==> config.mk <==
export PLATFORM = sky130hd
export DESIGN_NAME = game_flow_ctrl_flat
export DESIGN_NICKNAME = d
export VERILOG_FILES = /design/src/rtl/game_flow_ctrl_if.sv /design/src/rtl/game_flow_ctrl.sv /design/src/flat_wrapper.sv
export SDC_FILE = /design/constraint.sdc
export NUM_CORES = 1
export LEC_CHECK = 0
export ABC_CLOCK_PERIOD_IN_PS = 2800
export CAP_MARGIN = 20
export CELL_PAD_IN_SITES_DETAIL_PLACEMENT = 2
export CELL_PAD_IN_SITES_GLOBAL_PLACEMENT = 2
export CORE_MARGIN = 2
export CORE_UTILIZATION = 33
export DETAILED_ROUTE_END_ITERATION = 10
export GPL_TIMING_DRIVEN = 0
export PLACE_DENSITY = 0.83
export SLEW_MARGIN = 30
export SYNTH_ARGS = -nofsm -noshare
export SYNTH_HDL_FRONTEND = slang
export SYNTH_SLANG_ARGS = --single-unit
==> constraint.sdc <==
create_clock -name clk -period 2.8 [get_ports clk]
set_clock_uncertainty 0.15 [all_clocks]
set_input_delay 0.7 -clock clk [delete_from_list [all_inputs] [get_ports clk]]
set_output_delay 0.7 -clock clk [all_outputs]
set_load 0.01 [all_outputs]
==> src/rtl/game_flow_ctrl_if.sv <==
// Board/drawer handshake bundle for game_flow_ctrl.
// The master side drives buttons and drawer/board events; the slave side is the controller.
`timescale 1ns/1ps
interface game_flow_ctrl_if #(
  parameter int NUM_LEVELS = 3,
  parameter int LVL_W      = 2,
  parameter int MOVE_W     = 10
);
  logic [NUM_LEVELS-1:0] go;
  logic                  move_valid;
  logic                  win;
  logic                  draw_done;
  logic                  clear;
  logic                  draw_grid;
  logic                  draw_level;
  logic                  draw_num;
  logic                  in_game;
  logic                  game_over;
  logic                  won;
  logic                  draw_start;
  logic [LVL_W-1:0]      level_idx;
  logic [MOVE_W-1:0]     move_count;

  modport master (
    output go, move_valid, win, draw_done,
    input  clear, draw_grid, draw_level, draw_num, in_game, game_over, won,
           draw_start, level_idx, move_count
  );

  modport slave (
    input  go, move_valid, win, draw_done,
    output clear, draw_grid, draw_level, draw_num, in_game, game_over, won,
           draw_start, level_idx, move_count
  );
endinterface

==> src/rtl/game_flow_ctrl.sv <==
// Game-flow sequencer: clear -> grid -> level select -> play/redraw -> game over.
// All outputs are decoded from registered state; the drawer may finish phases early via draw_done.
`timescale 1ns/1ps
module game_flow_ctrl #(
  parameter int NUM_LEVELS   = 3,
  parameter int DRAW_CYCLES  = 3216,
  parameter int CLEAR_CYCLES = 16080,
  parameter int MAX_MOVES    = 0,
  parameter int MOVE_W       = 10,
  parameter int LVL_W        = 2
) (
  input  logic            clk,
  input  logic            resetn,
  game_flow_ctrl_if.slave bus
);
  localparam int TMAX    = (CLEAR_CYCLES > DRAW_CYCLES) ? CLEAR_CYCLES : DRAW_CYCLES;
  localparam int TIMER_W = $clog2(TMAX + 1);
  localparam logic [TIMER_W-1:0] CLEAR_LAST = TIMER_W'(CLEAR_CYCLES - 1);
  localparam logic [TIMER_W-1:0] DRAW_LAST  = TIMER_W'(DRAW_CYCLES - 1);

  typedef enum logic [2:0] {
    S_CLEAR, S_GRID, S_SELECT, S_DRAW_LVL, S_START, S_PLAY, S_NUM, S_OVER
  } state_e;

  state_e              state_q, state_d;
  logic [TIMER_W-1:0]  timer_q, timer_d;
  logic [MOVE_W-1:0]   move_count_q, move_count_d;
  logic [LVL_W-1:0]    level_idx_q, level_idx_d;
  logic                won_q, won_d;
  logic                arm_q, arm_d;
  logic                done_seen_q, done_seen_d;
  logic                draw_start_q, draw_start_d;
  logic                go_idle, go_onehot, draw_timeout, limit_hit;
  logic [LVL_W-1:0]    go_idx;

  assign go_idle      = (bus.go == '0);
  assign go_onehot    = $onehot(bus.go);
  // Timer saturates, so once past the budget the timeout stays asserted.
  assign draw_timeout = (timer_q >= DRAW_LAST);
  assign limit_hit    = (MAX_MOVES != 0) && (32'(move_count_q) >= 32'(MAX_MOVES));

  always_comb begin
    go_idx = '0;
    for (int i = 0; i < NUM_LEVELS; i++) begin
      if (bus.go[i]) go_idx = LVL_W'(i);
    end
  end

  always_comb begin
    state_d      = state_q;
    move_count_d = move_count_q;
    level_idx_d  = level_idx_q;
    won_d        = won_q;
    // A button still held on entry to SELECT must be released before it can pick a level.
    arm_d        = (state_q == S_SELECT) && (arm_q || go_idle);
    done_seen_d  = (state_q == S_NUM) && (done_seen_q || bus.draw_done);

    case (state_q)
      S_CLEAR:    if (timer_q == CLEAR_LAST) state_d = S_GRID;
      S_GRID:     if (bus.draw_done || draw_timeout) state_d = S_SELECT;
      S_SELECT: begin
        if (arm_q && go_onehot) begin
          level_idx_d = go_idx;
          state_d     = S_DRAW_LVL;
        end
      end
      S_DRAW_LVL: if (bus.draw_done || draw_timeout) state_d = S_START;
      S_START: begin
        move_count_d = '0;
        if (go_idle) state_d = S_PLAY;
      end
      S_PLAY: begin
        if (bus.win) begin
          won_d   = 1'b1;
          state_d = S_OVER;
        end else if (limit_hit) begin
          won_d   = 1'b0;
          state_d = S_OVER;
        end else if (!go_idle) begin
          state_d = S_CLEAR;
        end else if (bus.move_valid) begin
          if (move_count_q != '1) move_count_d = move_count_q + 1'b1;
          state_d = S_NUM;
        end
      end
      S_NUM:  if ((done_seen_q || bus.draw_done || draw_timeout) && go_idle) state_d = S_PLAY;
      S_OVER: if (!go_idle) state_d = S_CLEAR;
      default: state_d = S_CLEAR;
    endcase

    if (state_d == S_CLEAR) won_d = 1'b0;

    if (state_d != state_q)   timer_d = '0;
    else if (timer_q == '1)   timer_d = timer_q;
    else                      timer_d = timer_q + 1'b1;

    draw_start_d = (state_d != state_q) &&
                   (state_d inside {S_CLEAR, S_GRID, S_DRAW_LVL, S_NUM});
  end

  always_ff @(posedge clk or negedge resetn) begin
    if (!resetn) begin
      state_q      <= S_CLEAR;
      timer_q      <= '0;
      move_count_q <= '0;
      level_idx_q  <= '0;
      won_q        <= 1'b0;
      arm_q        <= 1'b0;
      done_seen_q  <= 1'b0;
      draw_start_q <= 1'b1;
    end else begin
      state_q      <= state_d;
      timer_q      <= timer_d;
      move_count_q <= move_count_d;
      level_idx_q  <= level_idx_d;
      won_q        <= won_d;
      arm_q        <= arm_d;
      done_seen_q  <= done_seen_d;
      draw_start_q <= draw_start_d;
    end
  end

  assign bus.clear      = (state_q == S_CLEAR);
  assign bus.draw_grid  = (state_q == S_GRID);
  assign bus.draw_level = (state_q == S_DRAW_LVL);
  assign bus.draw_num   = (state_q == S_NUM);
  assign bus.in_game    = (state_q == S_PLAY) || (state_q == S_NUM);
  assign bus.game_over  = (state_q == S_OVER);
  assign bus.won        = won_q;
  assign bus.draw_start = draw_start_q;
  assign bus.level_idx  = level_idx_q;
  assign bus.move_count = move_count_q;
endmodule

==> src/flat_wrapper.sv <==
// flat-port wrapper written by rule: the top's interface ports become plain ports
module game_flow_ctrl_flat 
#(
  parameter int NUM_LEVELS   = 3,
  parameter int DRAW_CYCLES  = 3216,
  parameter int CLEAR_CYCLES = 16080,
  parameter int MAX_MOVES    = 0,
  parameter int MOVE_W       = 10,
  parameter int LVL_W        = 2
)
  (clk, resetn, bus_go, bus_move_valid, bus_win, bus_draw_done, bus_clear, bus_draw_grid, bus_draw_level, bus_draw_num, bus_in_game, bus_game_over, bus_won, bus_draw_start, bus_level_idx, bus_move_count);
  game_flow_ctrl_if #(.NUM_LEVELS(NUM_LEVELS), .LVL_W(LVL_W), .MOVE_W(MOVE_W)) bus_i ();
  input  logic clk;
  input  logic resetn;
  input wire logic [$bits(bus_i.go)-1:0] bus_go;
  input wire logic [$bits(bus_i.move_valid)-1:0] bus_move_valid;
  input wire logic [$bits(bus_i.win)-1:0] bus_win;
  input wire logic [$bits(bus_i.draw_done)-1:0] bus_draw_done;
  output wire logic [$bits(bus_i.clear)-1:0] bus_clear;
  output wire logic [$bits(bus_i.draw_grid)-1:0] bus_draw_grid;
  output wire logic [$bits(bus_i.draw_level)-1:0] bus_draw_level;
  output wire logic [$bits(bus_i.draw_num)-1:0] bus_draw_num;
  output wire logic [$bits(bus_i.in_game)-1:0] bus_in_game;
  output wire logic [$bits(bus_i.game_over)-1:0] bus_game_over;
  output wire logic [$bits(bus_i.won)-1:0] bus_won;
  output wire logic [$bits(bus_i.draw_start)-1:0] bus_draw_start;
  output wire logic [$bits(bus_i.level_idx)-1:0] bus_level_idx;
  output wire logic [$bits(bus_i.move_count)-1:0] bus_move_count;
  assign bus_i.go = bus_go;
  assign bus_i.move_valid = bus_move_valid;
  assign bus_i.win = bus_win;
  assign bus_i.draw_done = bus_draw_done;
  assign bus_clear = bus_i.clear;
  assign bus_draw_grid = bus_i.draw_grid;
  assign bus_draw_level = bus_i.draw_level;
  assign bus_draw_num = bus_i.draw_num;
  assign bus_in_game = bus_i.in_game;
  assign bus_game_over = bus_i.game_over;
  assign bus_won = bus_i.won;
  assign bus_draw_start = bus_i.draw_start;
  assign bus_level_idx = bus_i.level_idx;
  assign bus_move_count = bus_i.move_count;
  game_flow_ctrl #(.NUM_LEVELS(NUM_LEVELS), .DRAW_CYCLES(DRAW_CYCLES), .CLEAR_CYCLES(CLEAR_CYCLES), .MAX_MOVES(MAX_MOVES), .MOVE_W(MOVE_W), .LVL_W(LVL_W)) u_core (.clk(clk), .resetn(resetn), .bus(bus_i));
endmodule
# Yosys cells after proc, flatten, opt, wreduce, memory -nomap -nowiden
# Index checks and enable logic that the tools add are counted.
# totals
reg_bits,33
latch_bits,0
ram_bits,0
rom_bits,0
inputBits,8
output_inout_bits,20
wordCells,76
mem_count,0
# op_classes
add_sub_neg,4
multipliers,0
div,0
order_cmp,1
eq_ne,20
shifts,0
mux,23
bitwise,0
reduce_logical,20
# op_table
cell,count
$mux W10,4
$mux W3,10
$eq A14 B14 Y1 const B,2
$mux W14,2
$pmux W3 S8,1
$pmux W10 S2,1
$eq A3 B3 Y1 const B,5
$add A14 B1 Y14 const B,1
$ge A14 B12 Y1 const B,1
$add A10 B1 Y10 const B,1
$ne A10 B10 Y1 const B,1
$eq A3 B2 Y1 const B,3
$logic_not A3 Y1,3
$eq A3 B1 Y1 const B,2
$ne A2 B1 Y1 const B,3
$reduce_bool A2 Y1,3
$logic_and A1 B1 Y1,5
$logic_or A1 B1 Y1,5
$reduce_and A5 Y1,1
$mux W1,4
$ne A2 B2 Y1 const B,2
$reduce_and A2 Y1,2
$reduce_bool A4 Y1,1
$ne A3 B3 Y1,1
4 further kinds,4

# Longest topological paths before layout
# Gate-level depths: netlist of the first run.
# logic_depth
ltp_word,9
depth_mapped,10
ltp_nobuf,7

# Worst setup path after synthesis of the first run
# Ideal clock, no wire load.
# synth_path
path_type,input to register
start,in bus_go[0]
end,reg u_core.timer_q[12]
setup_ps,89
arrival_ps,2600
required_time_ps,2561
slack_ps,-39
path_stages,9
n_path_buf,2
path_cell_list,inv_1 fa_1 and4b_1 a221oi_2 a221oi_2 or3_1 buf_2 buf_6 a211oi_4
# synth_via
elab_chain_cells,8
elab_cells_between_ends,16
classes_between,add/sub (2); eq/ne (3); mux (8); reduce/logical (3)
# synth_lines
item,line,text
start: declaration,flat_wrapper.sv:15,input wire logic [$bits(bus_i.go)-1:0] bus_go;
$add A1 B1 Y2 (not written as such),game_flow_ctrl.sv:37,assign go_onehot = $onehot(bus.go);
$add A2 B1 Y2 (not written as such),game_flow_ctrl.sv:37,
$eq A2 B1 Y1,game_flow_ctrl.sv:37,
$logic_and A1 B1 Y1,game_flow_ctrl.sv:62,if (arm_q && go_onehot) begin
$mux W3,game_flow_ctrl.sv:62,
$pmux W3 S8 (*),game_flow_ctrl.sv:58,case (state_q)
$ne A3 B3 Y1 (*),game_flow_ctrl.sv:93,if (state_d != state_q) timer_d = '0;
$ne A2 B1 Y1 (no line) or $mux W14 (tied branches),--,
end signal: assignment,game_flow_ctrl.sv:113,timer_q <= timer_d;
end: declaration,game_flow_ctrl.sv:26,"logic [TIMER_W-1:0] timer_q, timer_d;"
# Every way passes the cells marked *; elsewhere a longest branch is shown, timed or not.
# A chain may end at the register's enable or synchronous reset.

# Final worst setup path of the first run
# Same ends and word-level chain as after synthesis.

==> results of run 1 <==
==> cells by family after synthesis <==
kind of cell    Yosys count  synth area share (%)
simple gates            103                  26.9
compound gates           35                  15.0
flops                    33                  42.2
buf+inv                  17                  4.02
xor+xnor                 15                  6.70
mux                       5                  2.81
fa+ha+maj                 3                  2.30
==> synthesized netlist by cell type (all sizes together), types with 3 or more instances <==
cell type,number
dfrtp,32
nor2,31
nand2,12
nand3,10
xor2,10
nor3,9
and3,8
inv,8
nand4,8
buf,7
nor2b,7
a31oi,5
xnor2,5
mux2,4
o21ai,4
a211oi,3
and2,3
and4,3
nand2b,3
o21a,3
or3,3
==> metrics by stage <==
| stage | worst slack [ps] | TNS [ps] |
|---|---|---|
| 6_report | 81.0 | 0 |
| 4_1_cts | 0.868 | 0 |
| 3_5_place_dp | -793 | -13800 |
| 3_3_place_gp | -763 | -12300 |
| 2_1_floorplan | 5.07 | 0 |
| 5_1_grt | -15.2 | -15.2 |
==> registers in the layout, indices dropped and copies added (netlist names) <==
name / cells
u_core.bus.move_count: 10
u_core.arm_q: 1
u_core.timer_q: 14
u_core.bus.draw_start: 1
u_core.done_seen_q: 1
u_core.state_q: 3
u_core.bus.won: 1
u_core.bus.level_idx: 2
==> metal layers <==
layer | track usage, % | up-vias | share of wire [%]
met5 | 0 | - | 0
met4 | 3.73 | 0 | 0.77
met3 | 3.89 | 6 | 2.3
met2 | 34.6 | 22 | 55
met1 | 22.6 | 918 | 42
li1 | - | 839 | -
==> worst reg2reg max path: cells and delay by family, from the launching register on <==
kind / cells / cell delay (ps)
AND/OR/NAND/NOR: 1 / 180
flip-flops: 1 / 420
AO/OA/AOI/OAI: 5 / 1170
buffers and inverters: 2 / 370
adder cells (fa/ha/maj): 1 / 240
==> report_power, final <==
group / switching (mW) / total, mW / internal [mW] / leakage [nW]
combinational: 0.536 / 1.04 / 0.504 / 0.637
sequential: 0.0720 / 0.624 / 0.552 / 0.449
clock: 0.175 / 0.370 / 0.195 / 0.0443
==> area by class of cell <==
cell class                      count  area share, %
Buffer                              8           2.42
Sequential cell                    33           32.6
Timing Repair Buffer               34           13.9
Inverter                            8           1.18
Tap cell                           75           3.70
Multi-Input combinational cell    161           42.8
Clock buffer                        7           3.40
==> worst min path at each step <==
stage | to | slack, ps | cells after the start | start
2_1_floorplan | u_core.arm_q | 250 | 0 | resetn
3_3_place_gp | u_core.arm_q | 320 | 1 | u_core.arm_q
3_5_place_dp | u_core.arm_q | 330 | 1 | u_core.arm_q
4_1_cts | u_core.bus.level_idx[1] | 210 | 1 | resetn
5_1_grt | u_core.bus.move_count[1] | 220 | 1 | resetn
6_report | u_core.bus.move_count[1] | 200 | 1 | resetn
==> timing repair <==
action                     4_1_cts  5_1_grt
gates cloned                     0        1
pin swaps                        2        3
hold buffers                     0        0
resized for setup               16       14
setup endpoints to repair       23       16
setup buffers                    3        2
==> reports/qor.yml, run 1 <==
run_status: "completed"
regToRegSetupSlack_ps: 180
worst_pin_slew_ps: 895
dr.pass1.iters: 4
final_core_util_pct: 43.6
final_nets: 262
area_growth_pct: 29.5
dp_hpwl_um: 4170
cts_buffers: 5
synthCells: 211
slew_headroom_pct: 39.9
cts_sinks: 33
htreeDepth: 2
fin_hold_ws_ps: 203
end_kind: "flip-flop"
r2r_start: "u_core.timer_q[0]"
die_h_um: 81.1
ff2ff_path_depth: 9
drive_gt1_share_pct: 17.1
io_buffers: 27
endpoint: "u_core.timer_q[12]"
worst_ep_required_time_ps: 2850
crit_chain: "clkdlybuf4s15_2 > inv_1 > fa_1 > and4b_2 > a221oi_4 > buf_4 > o2111a_1 > or3_4 > buf_12 > a211oi_4"
path_depth: 10
setup_viol: 0
coreArea_um2: 5820
dieArea_um2: 6570
synth.area.top_cells: "dfrtp_1, nor2_1, xor2_1, and3_1, nand3_1"
cts_root_buffer: "clkbuf_8"
grt_pass1_wl_um: 9470
netlist_area_um2: 1960
syn_nets: 222
dp.cells: 314
drt-initial-drc-count: 75
grt_max_degree: 19
critical_path_buf_inv_count: 4
grt_util_all_layers_pct: 18.8
hold_violations: 0
final-seq-area_um2: 828
finalCritPeriodShare_pct: 97.1
die_w_um: 81.1
grt_pass1_vias: 1894
final_cell_mix: "dfrtp_1, nor2_1, clkdlybuf4s50_1"
hold_class: "input pin to asynchronous set/reset pin"
post_dp_cell_area_um2: 2350
vias_per_cell: 5.48
yosysWarnings: 0
syn_area_per_cell_um2: 9.29
worst_r2r_endpoint: "u_core.bus.draw_start"
synth_async_sr_flop_share_pct: 100
antenna_found_initial: 0
leakagePower_nw: 1.13
slowest_delay_ps: 440
finalPower_mw: 2.03
worstPathArrival_ps: 2770
final_cells: 326
synth_top_area_share_pct: 40.9
ant_nets: 0
ir_drop_uv: 317
crit_type: "input pin to flip-flop"
cts_buffer_depth: 2
worstPathMaxFanout: 6
yosysTopAreaCell: "dfrtp_1"
clkTransAtPathRegs_ps: 70
drc_errors: 0
io_pins: 28
cts_tree: "built"
clock_latency_ps: 280
final_area_um2: 2540
num-fill-cells: 644
antenna_cells: 0
multiInputGateArea_um2: 1090
rsz0062_at_grt: "yes"
yosys.cell_types.count: 48
wl_per_cell_um: 17.6
gp_congestion: 0.757
max_freq_ghz: 0.368
synth_edf_count: 0
totalWireLength_um: 5720
crit_family: "simple AND/OR/NAND/NOR gates"
synth-main-ff-cell: "dfrtp_1"
maxSlewViolCount: 0
startpoint: "bus_go[0]"
startpoint_type: "input pin"
ys_seq_area_share_pct: 42.2
cpMaxStageDelayCell: "or3_4"
grt_overflow: 0
ys_ff_latch: 33
fp-row-count: 28
fin_crit_ps: 2720
start_util_pct: 33.7
powerDensity_nw_per_um2: 802
vias: 1785
layout_commonest_cell: "dfrtp_1"
drv_cap: 0
Power figures use the tool's default switching activity.
==> run 2, diff against run 1 <==
--- a/config.mk
+++ b/config.mk
@@ -12,6 +12,7 @@
 export CORE_MARGIN = 2
 export CORE_UTILIZATION = 33
 export DETAILED_ROUTE_END_ITERATION = 10
+export GPL_ROUTABILITY_DRIVEN = 0
 export GPL_TIMING_DRIVEN = 0
 export PLACE_DENSITY = 0.83
 export SLEW_MARGIN = 30
==> results of run 2 <==
The final DEF is identical to that of run 1; final timing and power are the same.
==> run 3, diff against run 2 <==
--- a/config.mk
+++ b/config.mk
@@ -15,7 +15,7 @@
 export GPL_ROUTABILITY_DRIVEN = 0
 export GPL_TIMING_DRIVEN = 0
 export PLACE_DENSITY = 0.83
-export SLEW_MARGIN = 30
+export SLEW_MARGIN = 40
 export SYNTH_ARGS = -nofsm -noshare
 export SYNTH_HDL_FRONTEND = slang
 export SYNTH_SLANG_ARGS = --single-unit
==> run 3 against run 2 <==
  * Sequential share of layout area did not move
  * Core utilization did not move
  * Fmax fell by 1.7%
  * Register-to-register slack barely moved
  * Worst setup slack got worse by 47 ps
  * Wire length fell by 0.56%
  * Clock-buffer cell count did not move
  * Power fell by 0.46%
  * Design area did not move
==> reports/qor.yml, run 3 (synthesis results as in run 1) <==
p_switching_mw: 0.775  # -0.99%
powerDensity_nw_per_um2: 798  # -0.46%
ff2ff_path_depth: 9  # unchanged
regToRegSetupSlack_ps: 190  # about the same
io_pins: 28  # unchanged
final.setup.tns_ps: 0  # unchanged
drive_gt1_share_pct: 17.1  # unchanged
vias: 1788  # +0.17%
end_kind: "primary output"
die_h_um: 81.1  # unchanged
largest_reg_flops: 14  # unchanged
final_core_util_pct: 43.6  # unchanged
grt_max_degree: 19  # unchanged
coreArea_um2: 5820  # unchanged
power_frac_comb_pct: 51.1  # about the same
slew_headroom_pct: 64.5  # +25 points
worst_slack_ps: 33.7  # -47.3 ps
final_cells: 326  # unchanged
htreeDepth: 2  # unchanged
crit_type: "flip-flop to primary output"
layout_commonest_cell: "dfrtp_1"
ir_drop_uv: 320  # +0.73%
startpoint: "u_core.state_q[2]"
run_status: "completed"
final_area_um2: 2540  # unchanged
finalPower_mw: 2.02  # -0.46%
p_int_mw: 1.25  # -0.13%
clock_latency_ps: 280  # about the same
grt_pass1_wl_um: 9470  # unchanged
dp_hpwl_um: 4170  # unchanged
grt_pass1_vias: 1894  # unchanged
cts_sinks: 33  # unchanged
p_sw_share_pct: 38.3  # -0.20 points
max_freq_ghz: 0.361  # -1.7%
cts_tree: "built"
worstPathMaxFanout: 10  # +4
drc_errors: 0  # unchanged
ant_nets: 0  # unchanged
start_util_pct: 33.7  # unchanged
final_nets: 262  # unchanged
fin_hold_ws_ps: 204  # +1.00 ps
dr.pass1.iters: 4  # unchanged
antenna_cells: 0  # unchanged
leakagePower_nw: 1.13  # about the same
cts_buffers: 5  # unchanged
startpoint_type: "flip-flop"
holdBufCountCts: 0  # unchanged
worst_pin_slew_ps: 519  # -376 ps
hold_class: "input pin to asynchronous set/reset pin"
rsz0062_at_grt: "yes"
num-fill-cells: 647  # +0.47%
io_buffers: 27  # unchanged
worst_ep_required_time_ps: 1950  # -900 ps
cts_root_buffer: "clkbuf_8"
drv_cap: 0  # unchanged
place_ws_ps: -793  # unchanged
fp-row-count: 28  # unchanged
final_cell_mix: "dfrtp_1, nor2_1, clkdlybuf4s50_1"
post_dp_cell_area_um2: 2350  # unchanged
vias_per_cell: 5.48  # +0.17%
regMostFlops: "u_core.timer_q"
maxSlewViolCount: 0  # unchanged
wl_per_cell_um: 17.5  # -0.56%
antenna_found_initial: 0  # unchanged
die_w_um: 81.1  # unchanged
pwr-share-seq_pct: 30.8  # about the same
pwr-share-clk_pct: 18.1  # about the same
drt-initial-drc-count: 46  # -39%
finalCritPeriodShare_pct: 98.8  # +1.7 points
hold_violations: 0  # unchanged
worstPathArrival_ps: 1920  # -850 ps
dp.cells: 314  # unchanged
fin_crit_ps: 2770  # +47.3 ps
grt_util_all_layers_pct: 18.8  # unchanged
cts_buffer_depth: 2  # unchanged
clkTransAtPathRegs_ps: 70  # about the same
setup_viol: 0  # unchanged
r2r_start: "u_core.timer_q[0]"
area_growth_pct: 29.5  # unchanged
grt_overflow: 0  # unchanged
dieArea_um2: 6570  # unchanged
totalWireLength_um: 5690  # -0.56%
==> run 3: critical path: stages, from the launching register on <==
cell and delay (ps):
dfrtp_2 460, clkbuf_4 220, nor3_1 320, clkdlybuf4s50_1 630
==> run 3: timing repair <==
item,CTS,global route
pin swaps,2,3
gates resized for setup,16,13
endpoints found under the setup margin,23,16
buffers inserted,3,2
gates cloned,0,1
==> run 3: power groups by stage <==
stage | sequential (mW) | clock (mW) | combinational [mW]
detailed placement | 0.631 | 0 | 0.881
global route | 0.635 | 0.400 | 1.14
global placement | 0.627 | 0 | 0.852
floorplan | 0.618 | 0 | 0.581
CTS | 0.620 | 0.381 | 0.935
finish | 0.623 | 0.367 | 1.03
==> run 3: routing by layer <==
metal | vias to the layer above | track usage, % | part of all wire [%]
met5 | - | 0 | 0
met1 | 920 | 22.6 | 41
met3 | 6 | 3.89 | 2.4
met4 | 0 | 3.73 | 0.83
met2 | 24 | 34.6 | 55
li1 | 838 | - | -
==> run 3: area by class of cell <==
class	instances	area, um^2	area share (%)
multi-input combinational	161	1090	42.8
sequential	33	828	32.6
timing repair buffer	34	352	13.9
tap	75	93.8	3.70
clock buffer	7	86.3	3.40
buffer	8	61.3	2.42
inverter	8	30.0	1.18
==> run 3: worst paths after layout <==
| kind | to |
|---|---|
| worst min-delay path | u_core.bus.move_count[1] |
| worst min register to register | u_core.arm_q |
| worst max register to register | u_core.bus.draw_start |
| worst max-delay path | bus_clear |
| max in group asynchronous | u_core.state_q[2] |
| min in group clk | u_core.arm_q |
